[src/rtl/uart_rx_frame.sv]
// UART receive front-end: 2-flop synchroniser, glitch-rejecting start detect, mid-bit sampling,
// stop-bit framing, overrun detection and a valid/ack output. Parity is compiled in with UART_RX_PARITY_EN.
module uart_rx_frame #(
    parameter int BIT_TICKS  = 5208,
    parameter int DATA_BITS  = 8,
    parameter int CNT_W      = 16,
    parameter int PARITY_ODD = 0
) (
    input  logic                 clk,
    input  logic                 rst,
    input  logic                 rxd,
    input  logic                 rx_ack,
    output logic [DATA_BITS-1:0] rx_data,
    output logic                 rx_vld,
    output logic                 frame_err,
    output logic                 par_err,
    output logic                 overrun,
    output logic                 busy
);

    localparam int HALF  = BIT_TICKS / 2;
    localparam int IDX_W = $clog2(DATA_BITS + 1);
    localparam logic [CNT_W-1:0] HALF_LAST = CNT_W'(HALF - 1);
    localparam logic [CNT_W-1:0] BIT_LAST  = CNT_W'(BIT_TICKS - 1);
    localparam logic [IDX_W-1:0] IDX_LAST  = IDX_W'(DATA_BITS - 1);

    typedef enum logic [2:0] {
        S_IDLE,
        S_START,
        S_DATA,
`ifdef UART_RX_PARITY_EN
        S_PARITY,
`endif
        S_STOP,
        S_BREAK
    } state_t;

    logic [1:0]           sync_q;
    logic                 rxs;
    state_t               state_q;
    logic [CNT_W-1:0]     cnt_q;
    logic [CNT_W-1:0]     cnt_d;
    logic                 bit_end;
    logic [IDX_W-1:0]     idx_q;
    logic [DATA_BITS-1:0] shift_q;
    logic [DATA_BITS-1:0] rx_data_q;
    logic                 rx_vld_q;
    logic                 frame_err_q;
    logic                 overrun_q;
    logic                 busy_q;
`ifdef UART_RX_PARITY_EN
    localparam logic ODD_BIT = (PARITY_ODD != 0);
    logic                 par_bad_q;
    logic                 par_err_q;
`endif

    assign rxs     = sync_q[1];
    assign cnt_d   = cnt_q + CNT_W'(1);
    assign bit_end = (cnt_q == BIT_LAST);

    // Idle-high reset value keeps a reset release from looking like a start bit.
    always_ff @(posedge clk or posedge rst) begin
        if (rst) begin
            sync_q <= 2'b11;
        end else begin
            sync_q <= {sync_q[0], rxd};
        end
    end

    always_ff @(posedge clk or posedge rst) begin
        if (rst) begin
            state_q     <= S_IDLE;
            cnt_q       <= '0;
            idx_q       <= '0;
            shift_q     <= '0;
            rx_data_q   <= '0;
            rx_vld_q    <= 1'b0;
            frame_err_q <= 1'b0;
            overrun_q   <= 1'b0;
            busy_q      <= 1'b0;
`ifdef UART_RX_PARITY_EN
            par_bad_q   <= 1'b0;
            par_err_q   <= 1'b0;
`endif
        end else begin
            frame_err_q <= 1'b0;
            overrun_q   <= 1'b0;
`ifdef UART_RX_PARITY_EN
            par_err_q   <= 1'b0;
`endif
            if (rx_vld_q && rx_ack) begin
                rx_vld_q <= 1'b0;
            end

            case (state_q)
                S_IDLE: begin
                    cnt_q <= '0;
                    if (!rxs) begin
                        state_q <= S_START;
                        busy_q  <= 1'b1;
                    end
                end
                S_START: begin
                    if (rxs) begin
                        state_q <= S_IDLE;
                        cnt_q   <= '0;
                        busy_q  <= 1'b0;
                    end else if (cnt_q == HALF_LAST) begin
                        state_q <= S_DATA;
                        cnt_q   <= '0;
                        idx_q   <= '0;
                    end else begin
                        cnt_q <= cnt_d;
                    end
                end
                S_DATA: begin
                    if (bit_end) begin
                        cnt_q   <= '0;
                        // LSB arrives first, so shifting in from the top lands it in bit 0.
                        shift_q <= {rxs, shift_q[DATA_BITS-1:1]};
                        idx_q   <= idx_q + IDX_W'(1);
                        if (idx_q == IDX_LAST) begin
`ifdef UART_RX_PARITY_EN
                            state_q <= S_PARITY;
`else
                            state_q <= S_STOP;
`endif
                        end
                    end else begin
                        cnt_q <= cnt_d;
                    end
                end
`ifdef UART_RX_PARITY_EN
                S_PARITY: begin
                    if (bit_end) begin
                        cnt_q     <= '0;
                        par_bad_q <= rxs ^ (^shift_q) ^ ODD_BIT;
                        state_q   <= S_STOP;
                    end else begin
                        cnt_q <= cnt_d;
                    end
                end
`endif
                S_STOP: begin
                    if (bit_end) begin
                        cnt_q <= '0;
                        if (!rxs) begin
                            frame_err_q <= 1'b1;
                            state_q     <= S_BREAK;
                        end else begin
                            state_q <= S_IDLE;
                            busy_q  <= 1'b0;
`ifdef UART_RX_PARITY_EN
                            if (par_bad_q) begin
                                par_err_q <= 1'b1;
                            end else
`endif
                            begin
                                rx_data_q <= shift_q;
                                rx_vld_q  <= 1'b1;
                                overrun_q <= rx_vld_q && !rx_ack;
                            end
                        end
                    end else begin
                        cnt_q <= cnt_d;
                    end
                end
                S_BREAK: begin
                    cnt_q <= '0;
                    if (rxs) begin
                        state_q <= S_IDLE;
                        busy_q  <= 1'b0;
                    end
                end
                default: begin
                    state_q <= S_IDLE;
                    cnt_q   <= '0;
                    busy_q  <= 1'b0;
                end
            endcase
        end
    end

    assign rx_data   = rx_data_q;
    assign rx_vld    = rx_vld_q;
    assign frame_err = frame_err_q;
    assign overrun   = overrun_q;
    assign busy      = busy_q;
`ifdef UART_RX_PARITY_EN
    assign par_err   = par_err_q;
`else
    // Without parity the sense parameter has no effect; the output is constant low.
    assign par_err   = 1'b0 & (PARITY_ODD != 0);
`endif

endmodule

[config.mk]
export PLATFORM = sky130hd
export DESIGN_NAME = uart_rx_frame
export DESIGN_NICKNAME = d
export VERILOG_FILES = /design/src/rtl/uart_rx_frame.sv
export SDC_FILE = /design/constraint.sdc
export NUM_CORES = 1
export LEC_CHECK = 0
export ABC_AREA = 0
export BUFFER_PORTS_ARGS = -buffer_cell sky130_fd_sc_hd__clkbuf_2
export CAP_MARGIN = 20
export CORE_UTILIZATION = 38
export DETAILED_ROUTE_END_ITERATION = 8
export PLACE_DENSITY = 0.54
export SYNTH_ARGS = -nofsm -noshare
export SYNTH_HDL_FRONTEND = slang
export SYNTH_SLANG_ARGS = --single-unit
[constraint.sdc]
create_clock -name clk -period 2.2 [get_ports clk]
set_input_delay 0.33 -clock clk [delete_from_list [all_inputs] [get_ports clk]]
set_output_delay 0.33 -clock clk [all_outputs]
set_load 0.01 [all_outputs]
# == After elaboration in Yosys (flattened, before gate mapping) ==
# Index checks and enable logic that the tools add are counted.
# totals
regBits,45
input_bits,4
output_inout_bits,13
elab_cells,71
# op_classes
add_sub_neg,2
n_eq_ne,15
mux,31
n_bitwise,1
reduce_logical,12
# ops
operator,count
$mux 16,3
$pmux 16 s2,1
$mux 3,8
$add 16x1->16 const B,1
$eq 16x12->1 const B,1
$eq 16x13->1 const B,1
$pmux 3 s5,1
$ne 2x2->1 const B,7
$mux 1,13
$mux 4,3
$pmux 4 s2,1
$eq 3x2->1 const B,2
$reduce_and 3->1,2
$reduce_and 6->1,1
$add 4x1->4 const B,1
$eq 4x3->1 const B,1
$pmux 1 s4,1
$reduce_and 4->1,1
$reduce_or 2->1,2
$eq 3x1->1 const B,1
$eq 3x3->1 const B,1
$logic_not 3->1,1
$ne 3x3->1 const B,1
$logic_and 1x1->1,2
4 further kinds,4

# == Depth between registers and ports, before layout ==
# Gate-level depths: netlist of run 1.
# logic_depth
depth_word,5
ltp_mapped,7
ltp_nobuf,6

# == Worst setup path after synthesis of run 1 ==
# No wires, ideal clock.
# synth_timing
path_type,flip-flop to flip-flop
startpoint,reg cnt_q[7]
endpoint,"reg rx_data_q[0], in the netlist rx_data[0]"
setup_ns,0.125
t_arrival_ns,1.937
required_time_ns,2.075
setup_slack_ns,0.138
stages_incl_launch_ff,5
n_path_buf,0
path_cell_list,dfrtp_1 > or3_4 > or4_4 > nor4_4 > mux2_2
# synth_via
elab_chain_len,2
# synth_rtl
element,line,source
"start, declared",41,logic [CNT_W-1:0] cnt_q;
"start signal, assigned",113,cnt_q <= cnt_d;
"start signal, assigned",130,cnt_q <= cnt_d;
"start signal, assigned",165,cnt_q <= cnt_d;
$eq 16x13->1,59,assign bit_end = (cnt_q == BIT_LAST);
$reduce_and 3->1 (no line),--,
"end signal, assigned",159,rx_data_q <= shift_q;
"end, declared",46,logic [DATA_BITS-1:0] rx_data_q;
# No other way between the ends.
# A chain may end at the register's enable or synchronous reset.

# == Worst setup path after layout of run 1 ==
# layout_timing
startpoint,reg cnt_q[8]
endpoint,"reg rx_data_q[7], in the netlist rx_data[7]"
# The elaborated chain is that of the path after synthesis.

==> results.py, run 1 <==
metrics = {
    "run_status": {
        "status": "finished, final reports clean",
    },
    "clocking": {
        "htree_levels": 2,
        "cts_setup_buffers": 0,
        "hold_buffers": 0,
        "clock_latency_ps": 290,
        "cts_tree": "yes",
        "clock-root-buffer": "clkbuf_8",
        "cts_buffers": 5,
        "clock-sinks": 45,
        "cts_buffer_depth": 2,
        "clk_pin_slew_ps": 80,
        "cts_resized": 0,
    },
    "hold_path": {
        "holdCritPathClass": "input pin to register",
    },
    "detailed_routing": {
        "drtIter0Drc": 77,
        "post_drt_wl_per_cell_um": 12.7,
        "via_per_inst": 4.84,
        "dr.pass1.iters": 4,
        "vias": 1428,
        "drc": 0,
        "antenna_left": 0,
        "wl_mm": 3.76,
    },
    "critical_path": {
        "reg2reg_slack_ps": 170,
        "critPathMaxFanout": 8,
        "cp.arrival_ps": 2200,
        "startpoint": "cnt_q[8]$_DFF_PP0_",
        "end_kind": "register",
        "critPathLaunchType": "register",
        "critical_path_class": "register to register",
        "r2r_cells": 5,
        "r2r-end": "rx_data[7]$_DFFE_PP0P_",
        "required_ps": 2370,
        "r2r-start": "cnt_q[8]$_DFF_PP0_",
        "crit_path_end": "rx_data[7]$_DFFE_PP0P_",
    },
    "timing": {
        "min_period_ps": 2030,
        "fmax_ghz": 0.493,
        "relSlewSlack_pct": 61.4,
        "worst_slack_ps": 170,
        "slew_viol_final": 0,
        "fin_tns_setup_ps": 0,
        "period_share_pct": 92.3,
        "skew_ps": 6.37,
        "setup_viol": 0,
        "worst_slew_pin_slew_ps": 578,
        "hold_ws_ps": 114,
        "finalHoldViolCount": 0,
        "grt_setup_unrepaired": "false",
    },
    "yosys": {
        "syn_area_um2": 2040,
        "syn_inst": 197,
        "synth_top_area_cell": "dfrtp_1",
        "synth_seq_cells": 45,
        "synth.area.top_cells": "dfrtp_1 (53%), nand2_1 (6.8%), nor2_1 (4.6%)",
        "synth_area_per_cell_um2": 10.3,
        "ys_dominant_reg_cell": "dfrtp_1",
        "synth.most_common_cell": "dfrtp_1",
        "synth_top_area_share_pct": 52.9,
        "synth_cell_type_count": 36,
        "synth_edf_count": 0,
        "yosysWarningCount": 0,
        "syn_nets": 203,
        "ys_top_cells_by_count": "dfrtp_1 (43), nand2_1 (37), nor2_1 (25)",
        "ys_seq_area_share_pct": 55.4,
        "async_flop_share_pct": 100,
    },
    "floorplanning": {
        "die_w_um": 75.2,
        "initial_core_util_pct": 39.6,
        "die_h_um": 75.2,
        "io_pins": 17,
        "core_um2": 5140,
        "row_count": 26,
        "dieArea_um2": 5650,
    },
    "placement": {
        "dp_cells": 287,
        "placed_cell_area_um2": 2250,
        "place_hpwl_mm": 2.61,
        "routabilityCongestion": 0.714,
        "numPortBuffers": 15,
        "dpl_worst_slack_ps": 108,
    },
    "layout": {
        "postLayoutCellArea_um2": 2360,
        "multi_input_area_um2": 857,
        "final_cells": 295,
        "n_antenna_cell": 0,
        "n_fill_cell": 538,
        "area_growth_pct": 15.7,
        "final_nets": 231,
        "drive_above_1_share_pct": 22.2,
        "final_core_util_pct": 45.8,
        "regArea_um2": 1130,
    },
    "global_routing": {
        "grt_pass1_vias": 1424,
        "busiest_layer": "met2",
        "grt_usage_pct": 15.6,
        "use_met1_pct": 20.8,
        "grt.met3_usage_pct": 4.02,
        "grt_pass1_wl_mm": 6.64,
        "antenna_found_initial": 0,
        "use_met2_pct": 25.3,
        "grt_max_degree": 46,
        "overflow": 0,
    },
    "run": {
        "timing.max_cap.violations": 0,
    },
    "pwr": {
        "p_per_area_nw_per_um2": 599,
        "ir_drop_uv": 239,
        "power_mw": 1.41,
        "cellLeakagePower_nw": 1.10,
    },
}
[final cells by class]
class / count / share of cell area (%)
Tap cell: 70 / 3.72
Multi-Input combinational cell: 141 / 36.4
Clock buffer: 7 / 3.66
Sequential cell: 45 / 47.9
Timing Repair Buffer: 27 / 7.54
Inverter: 5 / 0.797
[critical path, cell delays in order (launching register included)]
cell	delay (ps)
dfrtp_1	410
or3_4	390
or4_4	440
nor4_4	130
buf_4	200
mux2_2	350
[power breakdown]
part           switching [mW]  total [mW]  leakage, nW  internal (mW)
Combinational          0.0351      0.0552        0.443         0.0200
Sequential             0.0115       0.848        0.616          0.837
Clock                   0.258       0.508       0.0443          0.249
Total                   0.305        1.41         1.10           1.11
[per-layer routing]
metal | up-vias | share of wire (%)
met1 | 688 | 51
met3 | 5 | 2.8
met4 | 0 | 1.2
met5 | - | 0
li1 | 716 | -
met2 | 19 | 45
[worst min path at each step]
stage | from | end | slack [ps] | cells past startpoint
CTS | rxd | sync_q[0]$_DFF_PP1_ | 110 | 1
floorplan | rxd | sync_q[0]$_DFF_PP1_ | 330 | 0
detailed placement | sync_q[0]$_DFF_PP1_ | sync_q[1]$_DFF_PP1_ | 350 | 0
global route | rxd | sync_q[0]$_DFF_PP1_ | 100 | 1
global placement | sync_q[0]$_DFF_PP1_ | sync_q[1]$_DFF_PP1_ | 350 | 0
finish | rxd | sync_q[0]$_DFF_PP1_ | 110 | 1
[flip-flops by register name, indices dropped and copies added, names as in the netlist]
signal / cells
busy: 1
cnt_q: 16
frame_err: 1
idx_q: 4
overrun: 1
rx_data: 8
rx_vld: 1
shift_q: 8
state_q: 3
sync_q: 2
[cell families after synthesis]
logic type      after synthesis  synth area share [%]
xor+xnor                     14                  6.02
buf+inv                      11                  2.46
fa+ha+maj                     2                  1.23
compound gates               14                  4.49
other cells                   1                 0.184
simple gates                102                  25.8
flops                        45                  55.4
mux                           8                  4.43
[cell usage in the layout, fill, tap and decap left out, types with 3 or more instances in the layout]
cell,n
buf_4,11
clkbuf_2,15
clkbuf_8,6
dfrtp_1,43
inv_1,4
mux2_2,8
nand2_1,37
nand2b_1,4
nand3_1,13
nand4_1,3
nor2_1,25
nor3_1,3
o21ai_0,6
or4bb_1,3
xnor2_1,7
xor2_1,7
(Power assumes the default switching activity.)
==> inputs of run 2 (changes only) <==
--- a/config.mk
+++ b/config.mk
@@ -10,7 +10,7 @@
 export CAP_MARGIN = 20
 export CORE_UTILIZATION = 38
 export DETAILED_ROUTE_END_ITERATION = 8
-export PLACE_DENSITY = 0.54
+export PLACE_DENSITY = 0.55
 export SYNTH_ARGS = -nofsm -noshare
 export SYNTH_HDL_FRONTEND = slang
 export SYNTH_SLANG_ARGS = --single-unit
==> results.py, run 2 (same netlist as run 1, synthesis figures left out) <==
metrics = {
    "placement": {
        "dp_cells": 292,
        "routabilityCongestion": 0.809,
        "place_hpwl_mm": 2.64,
        "dpl_worst_slack_ps": 92.9,
        "numPortBuffers": 15,
    },
    "global_routing": {
        "grt_pass1_vias": 1365,
        "antenna_found_initial": 0,
        "overflow": 0,
        "grt_usage_pct": 14.9,
        "grt_max_degree": 25,
        "grt_pass1_wl_mm": 6.31,
    },
    "detailed_routing": {
        "vias": 1453,
        "wl_mm": 3.70,
        "antenna_left": 0,
        "dr.pass1.iters": 4,
        "post_drt_wl_per_cell_um": 12.3,
        "drc": 0,
        "via_per_inst": 4.83,
        "drtIter0Drc": 96,
    },
    "timing": {
        "fmax_ghz": 0.483,
        "grt_setup_unrepaired": "false",
        "min_period_ps": 2070,
        "period_share_pct": 94.2,
        "finalHoldViolCount": 0,
        "worst_slew_pin_slew_ps": 508,
        "slew_viol_final": 0,
        "worst_slack_ps": 128,
        "setup_viol": 0,
        "skew_ps": 7.65,
        "fin_tns_setup_ps": 0,
        "relSlewSlack_pct": 65.9,
    },
    "hold_path": {
        "holdCritPathClass": "input pin to register",
    },
    "pwr": {
        "p_per_area_nw_per_um2": 631,
        "ir_drop_uv": 252,
        "cellLeakagePower_nw": 1.13,
    },
    "critical_path": {
        "end_kind": "register",
        "critPathMaxFanout": 8,
        "required_ps": 2380,
        "critPathLaunchType": "register",
        "cp.arrival_ps": 2250,
        "critical_path_class": "register to register",
    },
    "layout": {
        "n_fill_cell": 509,
        "final_cells": 301,
        "final_nets": 236,
        "largest_reg_flops": 16,
        "final_core_util_pct": 47.1,
        "final_common_cell": "dfrtp_1",
        "top_register": "cnt_q",
        "area_growth_pct": 18.8,
        "final_cell_mix": "dfrtp_1 (43), nand2_1 (37), nor2_1 (25)",
        "drive_above_1_share_pct": 24.7,
        "n_antenna_cell": 0,
    },
    "clocking": {
        "clock-root-buffer": "clkbuf_8",
        "clock_latency_ps": 290,
        "clk_pin_slew_ps": 90,
        "cts_buffer_depth": 2,
        "cts_setup_buffers": 0,
        "htree_levels": 2,
        "clock-sinks": 45,
        "cts_buffers": 5,
        "cts_tree": "yes",
    },
    "floorplanning": {
        "dieArea_um2": 5650,
        "die_w_um": 75.2,
        "io_pins": 17,
        "row_count": 26,
        "core_um2": 5140,
        "die_h_um": 75.2,
        "initial_core_util_pct": 39.6,
    },
    "run": {
        "timing.max_cap.violations": 0,
    },
    "run_status": {
        "status": "finished, final reports clean",
    },
}
[run 2: metrics by stage]
step / power (mW) / hold WS, ps / instance area (um2)
after floorplan: 0.900 / 334 / 2040
after global placement: 0.920 / 198 / 2290
after detailed placement: 0.920 / 196 / 2290
after CTS: 1.56 / 98.5 / 2410
after global routing: 1.60 / 95.2 / 2420
final: 1.53 / 105 / 2420
[run 2: worst max-delay path: stages (launching register included)]
cell,delay [ps]
dfrtp_1,420
or3_4,420
or4_4,430
nor4_4,130
buf_4,210
mux2_2,340
[run 2: per-layer routing]
| layer | wire length, um | global-route usage, % | up-vias |
|---|---|---|---|
| met2 | 1750 | 22.6 | 15 |
| met4 | 38 | 5.35 | 0 |
| met1 | 1830 | 21.1 | 706 |
| met3 | 77 | 3.08 | 4 |
| met5 | 0 | 0 | - |
| li1 | - | - | 728 |
[run 2: power by group]
part | internal (mW) | switching, mW | total, mW
combinational | 0.0206 | 0.0345 | 0.0551
clock | 0.340 | 0.284 | 0.624
sequential | 0.837 | 0.0112 | 0.848
[run 2: layout make-up]
| class | instances | area, um2 | share of cell area, % |
|---|---|---|---|
| Clock buffer | 5 | 68.8 | 2.85 |
| Clock inverter | 3 | 46.3 | 1.91 |
| Tap cell | 70 | 87.6 | 3.62 |
| Multi-Input combinational cell | 141 | 863 | 35.7 |
| Timing Repair Buffer | 32 | 205 | 8.48 |
| Sequential cell | 45 | 1130 | 46.7 |
| Inverter | 5 | 18.8 | 0.776 |
[run 2: repair_timing]
item / in CTS / in global routing
endpoints found under the hold margin: 4 / 0
hold buffers: 1 / 0
gates resized for setup: 0 / 1
setup endpoints to repair: 0 / 20
[run 2: path summary, 6_finish.rpt]
path	from	end	slack (ps)	cells past startpoint
max in group asynchronous	rst	cnt_q[6]$_DFF_PP0_	1270	4
setup / recovery	cnt_q[7]$_DFF_PP0_	rx_data[5]$_DFFE_PP0P_	130	5
hold reg to reg	sync_q[0]$_DFF_PP1_	sync_q[1]$_DFF_PP1_	360	0
hold / removal	rxd	sync_q[0]$_DFF_PP1_	110	1
min in group asynchronous	rst	cnt_q[0]$_DFF_PP0_	430	3
setup reg to reg	cnt_q[7]$_DFF_PP0_	rx_data[5]$_DFFE_PP0P_	130	5
